[config.mk]
export PLATFORM = sky130hd
export DESIGN_NAME = multi_adder_tree_flat
export DESIGN_NICKNAME = d
export VERILOG_FILES = /design/src/rtl/multi_adder_tree_pkg.sv /design/src/rtl/multi_adder_tree_if.sv /design/src/rtl/multi_adder_stage.sv /design/src/rtl/multi_adder_tree.sv /design/src/flat_wrapper.sv
export SDC_FILE = /design/constraint.sdc
export NUM_CORES = 1
export LEC_CHECK = 0
export CAP_MARGIN = 15
export CORE_UTILIZATION = 40
export DETAILED_ROUTE_END_ITERATION = 8
export GPL_ROUTABILITY_DRIVEN = 0
export PLACE_DENSITY = 0.72
export SYNTH_ARGS = -nofsm -noshare
export SYNTH_HDL_FRONTEND = slang
export SYNTH_HIERARCHICAL = 1
export SYNTH_SLANG_ARGS = --single-unit
export TNS_END_PERCENT = 50
[constraint.sdc]
create_clock -name clk -period 1.5 [get_ports clk]
set_input_delay 0.3 -clock clk [delete_from_list [all_inputs] [get_ports clk]]
set_output_delay 0.3 -clock clk [all_outputs]
set_load 0.1 [all_outputs]
[src/rtl/multi_adder_tree_pkg.sv]
// Shared helpers for the pipelined signed adder tree: tree depth, internal
// width, pipeline latency and the node count of each tree level.
package multi_adder_tree_pkg;

  // Ceiling log2. Returns 0 for a value of 0 or 1.
  function automatic int unsigned clog2(input int unsigned value);
    int unsigned result;
    int unsigned span;
    result = 0;
    span   = 1;
    while (span < value) begin
      span   = span << 1;
      result = result + 1;
    end
    return result;
  endfunction

  // Number of adder levels needed to reduce cl_in features to one sum.
  function automatic int unsigned tree_levels(input int unsigned cl_in);
    return clog2(cl_in);
  endfunction

  // Full-precision width: one extra bit per level so the sum never overflows.
  function automatic int unsigned tree_width(input int unsigned n, input int unsigned cl_in);
    return n + clog2(cl_in);
  endfunction

  // One register per tree level plus the output register.
  function automatic int unsigned pipe_latency(input int unsigned cl_in);
    return clog2(cl_in) + 1;
  endfunction

  // Operands entering tree level 'level'. An odd node passes through with a
  // zero partner, which is equivalent to padding the leaves up to 2^L.
  function automatic int unsigned level_nodes(input int unsigned cl_in, input int unsigned level);
    int unsigned nodes;
    nodes = cl_in;
    for (int unsigned i = 0; i < level; i++) begin
      nodes = (nodes + 1) / 2;
    end
    return nodes;
  endfunction

endpackage

[src/rtl/multi_adder_tree_if.sv]
// Data bus of the adder tree: packed input features with their valid flag,
// and the saturated result with its delayed valid flag.
interface multi_adder_tree_if #(
  parameter int unsigned CL_IN = 8,
  parameter int unsigned N     = 4
);
  logic [CL_IN*N-1:0] d_in;
  logic               en_in;
  logic [N-1:0]       d_out;
  logic               en_out;

  // Producer/consumer side (testbench or upstream multiplier array).
  modport master (
    output d_in,
    output en_in,
    input  d_out,
    input  en_out
  );

  // The adder tree itself.
  modport slave (
    input  d_in,
    input  en_in,
    output d_out,
    output en_out
  );
endinterface

[src/rtl/multi_adder_stage.sv]
// One registered level of the adder tree: P signed W-bit operands are summed
// pairwise into ceil(P/2) registered results. An unpaired last operand is
// registered unchanged.
module multi_adder_stage #(
  parameter int unsigned P = 2,
  parameter int unsigned W = 8
) (
  input  logic                       clk,
  input  logic                       rst_n,
  input  logic [P*W-1:0]             d_in,
  output logic [((P+1)/2)*W-1:0]     d_out
);

  localparam int unsigned Q = (P + 1) / 2;

  logic [Q*W-1:0] sum_d;
  logic [Q*W-1:0] sum_q;

  // Pairwise sums; W already carries the growth bit so wrap-free two's
  // complement addition is exact.
  always_comb begin
    sum_d = '0;
    for (int unsigned j = 0; j < Q; j++) begin
      if (2 * j + 1 < P) begin
        sum_d[j*W +: W] = d_in[2*j*W +: W] + d_in[(2*j+1)*W +: W];
      end else begin
        sum_d[j*W +: W] = d_in[2*j*W +: W];
      end
    end
  end

  // Stage register: loads every cycle, no stall.
  always_ff @(posedge clk or negedge rst_n) begin
    if (!rst_n) begin
      sum_q <= '0;
    end else begin
      sum_q <= sum_d;
    end
  end

  assign d_out = sum_q;

endmodule

[src/rtl/multi_adder_tree.sv]
// Pipelined signed adder tree for one CNN output channel: sums CL_IN packed
// N-bit features at full precision, arithmetic-shifts right by SR, optionally
// clamps negatives to zero, and saturates to N bits. The valid flag follows
// the data through a matched delay line. The bus interface instance must be
// parameterised with the same CL_IN and N as this module.
module multi_adder_tree
  import multi_adder_tree_pkg::*;
#(
  parameter int unsigned CL_IN = 8,
  parameter int unsigned RELU  = 0,
  parameter int unsigned N     = 4,
  parameter int unsigned SR    = 1
) (
  input  logic                 clk,
  input  logic                 rst,
  multi_adder_tree_if.slave    bus
);

  localparam int unsigned L   = tree_levels(CL_IN);
  localparam int unsigned W   = tree_width(N, CL_IN);
  localparam int unsigned LAT = pipe_latency(CL_IN);

  localparam logic signed [W-1:0] SAT_MAX = W'((1 << (N - 1)) - 1);
  localparam logic signed [W-1:0] SAT_MIN = ~SAT_MAX;

  logic [CL_IN*W-1:0]  leaves;
  logic signed [W-1:0] sum_s;
  logic signed [W-1:0] shifted;
  logic [N-1:0]        d_out_d;
  logic [N-1:0]        d_out_q;
  logic [LAT-1:0]      en_pipe_d;
  logic [LAT-1:0]      en_pipe_q;

  // Sign-extend every feature to the full-precision tree width.
  always_comb begin
    leaves = '0;
    for (int unsigned i = 0; i < CL_IN; i++) begin
      leaves[i*W +: W] = W'($signed(bus.d_in[i*N +: N]));
    end
  end

  // Tree levels: level k consumes the registered outputs of level k-1.
  for (genvar k = 0; k < L; k++) begin : g_lvl
    localparam int unsigned P = level_nodes(CL_IN, k);
    localparam int unsigned Q = level_nodes(CL_IN, k + 1);

    logic [P*W-1:0] stage_in;
    logic [Q*W-1:0] stage_out;

    if (k == 0) begin : g_first
      assign stage_in = leaves[P*W-1:0];
    end else begin : g_next
      assign stage_in = g_lvl[k-1].stage_out;
    end

    multi_adder_stage #(
      .P (P),
      .W (W)
    ) u_stage (
      .clk   (clk),
      .rst_n (rst),
      .d_in  (stage_in),
      .d_out (stage_out)
    );
  end

  // A single feature needs no tree; it goes straight to post-processing.
  if (L == 0) begin : g_flat
    assign sum_s = leaves[W-1:0];
  end else begin : g_tree
    assign sum_s = g_lvl[L-1].stage_out;
  end

  // Shift (floor toward -inf), optional ReLU, then saturate to N bits.
  always_comb begin
    shifted = sum_s >>> SR;
    d_out_d = '0;
    if (RELU != 0 && shifted[W-1]) begin
      d_out_d = '0;
    end else if (shifted > SAT_MAX) begin
      d_out_d = SAT_MAX[N-1:0];
    end else if (shifted < SAT_MIN) begin
      d_out_d = SAT_MIN[N-1:0];
    end else begin
      d_out_d = shifted[N-1:0];
    end
  end

  // Valid delay line, one bit per register stage of the data path.
  always_comb begin
    en_pipe_d = LAT'({en_pipe_q, bus.en_in});
  end

  // Output register and valid delay line; both cleared asynchronously.
  always_ff @(posedge clk or negedge rst) begin
    if (!rst) begin
      d_out_q   <= '0;
      en_pipe_q <= '0;
    end else begin
      d_out_q   <= d_out_d;
      en_pipe_q <= en_pipe_d;
    end
  end

  assign bus.d_out  = d_out_q;
  assign bus.en_out = en_pipe_q[LAT-1];

endmodule

[src/flat_wrapper.sv]
// flat-port wrapper written by rule: the top's interface ports become plain ports
module multi_adder_tree_flat import multi_adder_tree_pkg::*;
#(
  parameter int unsigned CL_IN = 8,
  parameter int unsigned RELU  = 0,
  parameter int unsigned N     = 4,
  parameter int unsigned SR    = 1
)
  (clk, rst, bus_d_in, bus_en_in, bus_d_out, bus_en_out);
  multi_adder_tree_if #(.CL_IN(CL_IN), .N(N)) bus_i ();
  input  logic clk;
  input  logic rst;
  input wire logic [$bits(bus_i.d_in)-1:0] bus_d_in;
  input wire logic [$bits(bus_i.en_in)-1:0] bus_en_in;
  output wire logic [$bits(bus_i.d_out)-1:0] bus_d_out;
  output wire logic [$bits(bus_i.en_out)-1:0] bus_en_out;
  assign bus_i.d_in = bus_d_in;
  assign bus_i.en_in = bus_en_in;
  assign bus_d_out = bus_i.d_out;
  assign bus_en_out = bus_i.en_out;
  multi_adder_tree #(.CL_IN(CL_IN), .RELU(RELU), .N(N), .SR(SR)) u_core (.clk(clk), .rst(rst), .bus(bus_i));
endmodule
==> summary by stage, run 1 <==
Status
The flow ran to the end, but the final reports show violations. The final reports fail on setup timing.

Timing
The number of slew-limit violations in the final report is 0. The final cycle utilization of the critical path is 1.14. On the final layout, the worst clock skew is about 0.0085 ns. Setup repair after global routing could not meet its margin everywhere. Setup violations remaining at the end of the flow were counted as 3. Adding up every negative setup slack in the final design gives -0.461 ns.

Headroom to the max-slew limit came out at 0.807. After layout, the worst setup slack is -0.213 ns. The total count of hold-check failures in the final report is 0. The timing-limited maximum frequency is 584 MHz.

The slew at the pin closest to its max-slew limit is 0.290 ns. The smallest clock period supported by the final layout is computed as 1.71 ns.

GRT
The number of global-route vias before repair is 2,618. The first-pass GRT wire length is 11.2 mm. The global routing met1 resource utilization is 0.202. For this run, the total global-route usage over all layers was measured as 0.163. The remaining global-route overflow is 0. The largest net degree at the start of global routing is 57. In the global route stage, met3 resource usage came out at 0.0276. The number of antenna violations at the first check in global routing is 0. The layer with the highest usage after global routing is met2. For this run, global-route usage on met2 was measured as 0.297.

Placement
The worst setup slack before clock tree synthesis is -0.663 ns. The HPWL after detailed placement is 4.93 mm. The number of placed instances, taps included, is around 500. The count of input and output buffers is 39.

Clock network
For the worst-skew pair, the clock arrives at the later sink with an insertion delay of ~0.3 ns. The number of buffers inserted during clock tree synthesis is 5. TritonCTS built the clock tree.

The total number of H-tree levels is 2. CTS saw 56 sinks. The clock passes through at most 2 buffers.

After clock tree synthesis, the clock-pin slew on the worst setup and hold paths is 0.10 ns. The root buffer cell chosen for the clock tree is sky130_fd_sc_hd__clkbuf_8.

Hold path
The tightest min-delay check is of the primary input to flip-flop type. The startpoint of the worst hold path is bus_d_in[8].

Power
The overall power of the completed layout is 6.38 mW. Of the total power, the clock network draws 0.125. The share of total power dissipated in sequential elements is 0.352.

The standby leakage power is 2.19 nW. The cell area power density is 1360 nW/µm². The internal power component is 3.97 mW. Of the total power, the share spent switching nets is 0.378. The largest vdd supply drop is ~700 µV. The combinational cell fraction of total power is 0.523. The power dissipated by switching net loads is about 2.4 mW.

Finish
The count of non-filler cells in the finished layout is 518. The number of antenna diodes is 0. The final layout contains between 400 and 500 nets. The fill cell instance count of the final layout is 645. Relative to the synthesized area, the layout overhead comes to 40.1%. Summing all multi-input logic gate instances after layout gives 2000 µm². The sequential cell area is 1400 µm².

The library cells used most frequently in the layout, excluding fill and tap cells, are sky130_fd_sc_hd__buf_4, sky130_fd_sc_hd__dfrtp_1, sky130_fd_sc_hd__ha_1. In the final layout, the share of cells above drive strength 1 is 0.334. Leaving out fill and tap cells, the most frequent cell in the layout is sky130_fd_sc_hd__buf_4.

Route
The first detailed-routing pass ran for 5 iterations. For this run, design rule violations remaining after detail routing come to 0. In this run the remaining antenna-violating nets after routing total 0. The number of vias per cell is 4.90.

The detailed router placed approximately 2,500 vias in this run. The DRC violation total after the first TritonRoute iteration is 92. In the final routed layout, each cell accounts on average for 12.3 µm. Summed over all layers, the routed wires come to 6.39 mm.

Run
The tool flagged a number of max-cap violations equal to 0.

Worst setup path
The largest driver fanout on the critical path is 3. The category of the most critical setup path is flip-flop to flip-flop. For the worst setup path, the data required time is 1.71 ns.

Data on the critical path arrives at its endpoint at 1.92 ns. The worst register-to-register path begins at u_core/g_lvl[0].u_stage/d_out[14]. The start point of the critical path is u_core/g_lvl[0].u_stage/d_out[14]. The worst setup path is captured at a flip-flop. The kind of launch point of the worst setup path is a flip-flop.

Yosys
The synthesized netlist occupies a cell area of 3340 µm². The number of nets in the synthesized netlist is 382. The instance count of the mapped netlist is around 300.

The mean instance size in the synthesized netlist is 11.2 µm². The number of warnings printed during yosys synthesis is 6.

Floorplanning
The horizontal die dimension is 93.4 µm. The number of placed I/O pins is 40. After floorplanning, the core was sized to cover 7890 µm². The die outline height is 93.4 µm.

The area of the die is ~8700 µm². The initial cell density of the core is 0.423. The number of cell rows is 32.
-- flip-flops by register name, summed over array words and instances (netlist names) --
register	count
u_core/bus.d_out	4
u_core/g_lvl.u_stage/d_out	48
u_core/en_pipe_q	4
-- worst paths after layout --
path	to	slack (ns)	cells past startpoint
setup / recovery	u_core/g_lvl[1].u_stage/d_out[13]	-0.21	7
hold / removal	u_core/g_lvl[0].u_stage/d_out[7]	0.24	2
setup reg to reg	u_core/g_lvl[1].u_stage/d_out[13]	-0.21	7
hold reg to reg	u_core/en_pipe_q[1]	0.36	0
max in group asynchronous	u_core/bus.d_out[1]	0.74	3
min in group asynchronous	u_core/g_lvl[1].u_stage/d_out[0]	0.51	3
-- what timing repair did --
| item | 4_1_cts | 5_1_grt |
|---|---|---|
| pin swaps | 28 | 15 |
| hold endpoints to repair | 56 | 0 |
| hold buffers | 1 | 0 |
| setup endpoints to repair | 16 | 14 |
| buffers inserted | 8 | 0 |
| gates resized for setup | 69 | 19 |
-- stage by stage --
step | utilization | instance area [µm²] | hold WS, ns
after floorplan | - | 3350 | 0.00441
after global placement | 0.557 | 4390 | 0.320
after detailed placement | 0.557 | 4390 | 0.321
after CTS | 0.587 | 4630 | 0.240
after global routing | 0.593 | 4680 | 0.228
final | 0.593 | 4680 | 0.243
-- layout make-up --
type,count,area share
multi-input cells,212,0.427
flip-flops and latches,56,0.300
repair buffers,111,0.204
well taps,102,0.0273
inverters,29,0.0233
clock buffers,6,0.0155
clock inverters,2,0.00348
-- routing by layer --
metal | vias to the layer above | wire (µm)
met1 | 1199 | 2920
met2 | 44 | 3220
li1 | 1293 | -
met5 | - | 0
met4 | 0 | 41
met3 | 4 | 201
-- power groups by stage --
| stage | combinational (mW) | sequential [mW] | clock, mW |
|---|---|---|---|
| after detailed placement | 3.18 | 2.28 | 0 |
| after global routing | 3.70 | 2.29 | 0.894 |
| after global placement | 3.08 | 2.26 | 0 |
| after CTS | 3.27 | 2.25 | 0.824 |
| final | 3.34 | 2.25 | 0.798 |
| after floorplan | 1.82 | 2.58 | 0 |
-- critical path, stage by stage (launching register included) --
cell                       delay (ns)
sky130_fd_sc_hd__dfrtp_1         0.38
sky130_fd_sc_hd__ha_2            0.21
sky130_fd_sc_hd__inv_2           0.04
sky130_fd_sc_hd__fa_2            0.37
sky130_fd_sc_hd__nor2b_4         0.13
sky130_fd_sc_hd__o31a_1          0.18
sky130_fd_sc_hd__o32ai_1         0.10
sky130_fd_sc_hd__a311oi_1        0.21
Power figures use the tool's default switching activity.
==> run 2, diff against run 1 <==
--- a/config.mk
+++ b/config.mk
@@ -5,7 +5,6 @@
 export SDC_FILE = /design/constraint.sdc
 export NUM_CORES = 1
 export LEC_CHECK = 0
-export CAP_MARGIN = 15
 export CORE_UTILIZATION = 40
 export DETAILED_ROUTE_END_ITERATION = 8
 export GPL_ROUTABILITY_DRIVEN = 0
==> results of run 2 <==
Same layout as run 1: the final DEF is identical, and so are final timing and power.
==> run 3, diff against run 2 <==
==> constraint.sdc (replaced) <==
create_clock -name clk -period 1.5 [get_ports clk]
set_input_delay 0.15 -clock clk [delete_from_list [all_inputs] [get_ports clk]]
set_output_delay 0.15 -clock clk [all_outputs]
set_load 0.1 [all_outputs]
==> run 3 against run 2 <==
Effect of this change:
- the flow still finishes with violations (setup timing)
- die area is the same
- clock skew is essentially flat
- fmax grew 2.1%
- global-route usage shrank 0.53 points
- sequential share of layout area grew 0.51 points
- first-iteration DRC count shrank 23%
- critical path type unchanged
- highest routed layer unchanged
==> summary by stage, run 3 (synthesis gave the netlist of run 1 again) <==
Status
The run finished, with violations left. The final reports fail on setup timing.

Floorplanning
The number of placed I/O pins is 40. Measured along the x axis, the die boundary spans 93.4 µm. The floorplan step defined a die boundary enclosing 8720 µm².

The area of the core is 7890 µm². In this run the vertical extent of the chip is between 90 and 100 µm. The number of cell rows is 32. The initial cell density of the core is 0.423.

Route
After detailed routing, the number of vias per cell comes to between 4 and 5. After detailed routing, the total wire length is slightly above 6 mm. The DRC violation total after the first TritonRoute iteration is between 70 and 80. The number of nets with antenna violations after detailed routing is 0. The routed layout has between 2,000 and 3,000 vias. In the final routed layout, each cell accounts on average for 12.2 µm. The number of detailed-routing iterations run before antenna repair is 4. The final routed DRC violation total is 0.

Power
The largest vdd supply drop is ~600 µV. The design draws 6.34 mW. Dividing total power by cell area gives a power density of 1380 nW/µm². The standby leakage power is ~2.2 nW.

Clock network
The longest clock path from root to sink contains 2 buffers. The clock latency of the later-clocked register in the worst-skew pair is 0.30 ns. Clock-pin slew was measured on the worst setup and hold paths at 0.10 ns. The tree is rooted in a sky130_fd_sc_hd__clkbuf_8. The total number of clock tree sinks is 56. The number of buffers inserted during clock tree synthesis is 5. The total number of H-tree levels is 2.

The CTS tree is yes.

Hold path
In this run the most critical hold path is launched from bus_d_in[0]. The classification of the worst-slack hold path is primary input to flip-flop.

Worst setup path
The critical path goes through ha_1 -> inv_1 -> fa_2 -> nor2b_4 -> o31a_1 -> o32ai_1 -> a311oi_1. On the critical path, the stage with the largest delay is an instance of sky130_fd_sc_hd__dfrtp_1. The worst register-to-register path begins at u_core/g_lvl[1].u_stage/d_out[7].

The number of buffers and inverters on the critical path is 1. The type of element capturing the critical path is a flip-flop. In this run the worst path has a maximum fanout of 3. STA classifies the critical path startpoint as a flip-flop.

The category of the most critical setup path is flip-flop to flip-flop. In this design, the stage delay of the slowest critical-path cell is ~0.4 ns. At the worst endpoint, the arrival time is ~1.9 ns.

For the worst setup path, the data required time is 1.71 ns. The dominant delay contributor by cell family on the critical path is adder cells. The start point of the critical path is u_core/g_lvl[1].u_stage/d_out[7].

Timing
The tightest slew margin relative to the limit is 0.658. The timing-limited maximum frequency is 596 MHz. The slew at the pin closest to its max-slew limit is 0.513 ns. Setup slack on the critical path of the routed design comes to -0.178 ns.

The clock arrives with between 0.008 and 0.009 ns of skew. The worst hold margin is 0.115 ns. Setup violations remaining at the end of the flow were counted as 5. Of the available clock period, the critical path in the final layout requires 1.12. The total count of hold-check failures in the final report was 0.

Setup repair after global routing could not meet its margin everywhere. Adding up every negative setup slack in the final design gives -0.460 ns. The number of slew-limit violations in the final report was 0. The time the final worst path needs with I/O delays and setup is 1.68 ns.

Finish
The number of antenna diodes is 0. The fill cell instance count of the final layout is 653. Once layout is complete, the utilization of the core stands at 0.583. The finished layout holds 508 standard cells, fillers aside. In the final design database the tool counted just under 500 nets. In the layout the commonest cells are sky130_fd_sc_hd__buf_4, sky130_fd_sc_hd__dfrtp_1, sky130_fd_sc_hd__ha_1.

The commonest non-fill, non-tap cell in the layout is sky130_fd_sc_hd__buf_4. Of the cells placed in the final design, the portion with a size suffix greater than 1 is 0.300. The number of flip-flops under the largest register name is 48.

Compared with the post-synthesis result, the final layout area differs by 37.8%. The final cell area excluding filler cells is 4600 µm².

GRT
Summed over all layers, the global routing overflow is 0. The number of antenna violations at the first check in global routing is 0. The total track usage is 0.158. The first-pass GRT wire length is 10.8 mm.

The number of global-route vias before repair is 2,601. Entering global routing, the biggest net connects 25 pins.

Placement
Once detailed placement completed, the half-perimeter wirelength came to around 5 mm. After detailed placement, the total cell area comes to between 4000 and 5000 µm². The count of input and output buffers is 39. The number of placed instances with taps included is 498.

Before CTS, the worst setup slack after placement is -0.513 ns.

Run
The number of max-cap violations is 0.
[run 3: changes by cell type in the layout (fill, tap and decap cells not counted), moves of 3 or more]
cell | previous run | this run
sky130_fd_sc_hd__clkdlybuf4s50_1 | 1 | 18
sky130_fd_sc_hd__dlygate4sd2_1 | 24 | 11
sky130_fd_sc_hd__buf_4 | 67 | 61
sky130_fd_sc_hd__dlymetal6s2s_1 | 0 | 4
sky130_fd_sc_hd__buf_6 | 3 | 0
sky130_fd_sc_hd__clkdlybuf4s15_1 | 3 | 0
[run 3: cell type report]
type	instances	area, µm²	area share
Tap cell	102	128	0.0277
Inverter	29	109	0.0237
Clock inverter	3	22.5	0.00490
Sequential cell	56	1400	0.305
Timing Repair Buffer	101	900	0.196
Multi-Input combinational cell	212	1970	0.428
Clock buffer	5	68.8	0.0150
[run 3: timing repair]
| item | 4_1_cts | 5_1_grt |
|---|---|---|
| pin swaps | 17 | 13 |
| endpoints found under the setup margin | 12 | 13 |
| buffers inserted | 1 | 1 |
| hold endpoints to repair | 21 | 0 |
| hold buffers | 1 | 0 |
| resized for setup | 30 | 19 |
[run 3: metal layers]
metal / up-vias / routed length [µm] / GRT usage
met2: 40 / 3200 / 0.294
met4: 0 / 43 / 0.0385
met3: 4 / 139 / 0.0325
met5: - / 0 / 0
met1: 1200 / 2790 / 0.185
li1: 1273 / - / -
[run 3: path summary, 6_finish.rpt]
check	cells past startpoint	slack [ns]	to
max reg2reg	7	-0.18	u_core/g_lvl[2].u_stage/d_out[6]
min	2	0.11	u_core/g_lvl[0].u_stage/d_out[0]
min in group asynchronous	2	0.34	u_core/bus.d_out[0]
max in group asynchronous	3	0.55	u_core/g_lvl[1].u_stage/d_out[5]
max	7	-0.18	u_core/g_lvl[2].u_stage/d_out[6]
min reg2reg	0	0.36	u_core/en_pipe_q[2]
[run 3: power breakdown]
part	switching [mW]	internal, mW	total [mW]
clock network	0.481	0.335	0.817
registers	0.257	1.98	2.23
logic	1.66	1.63	3.28
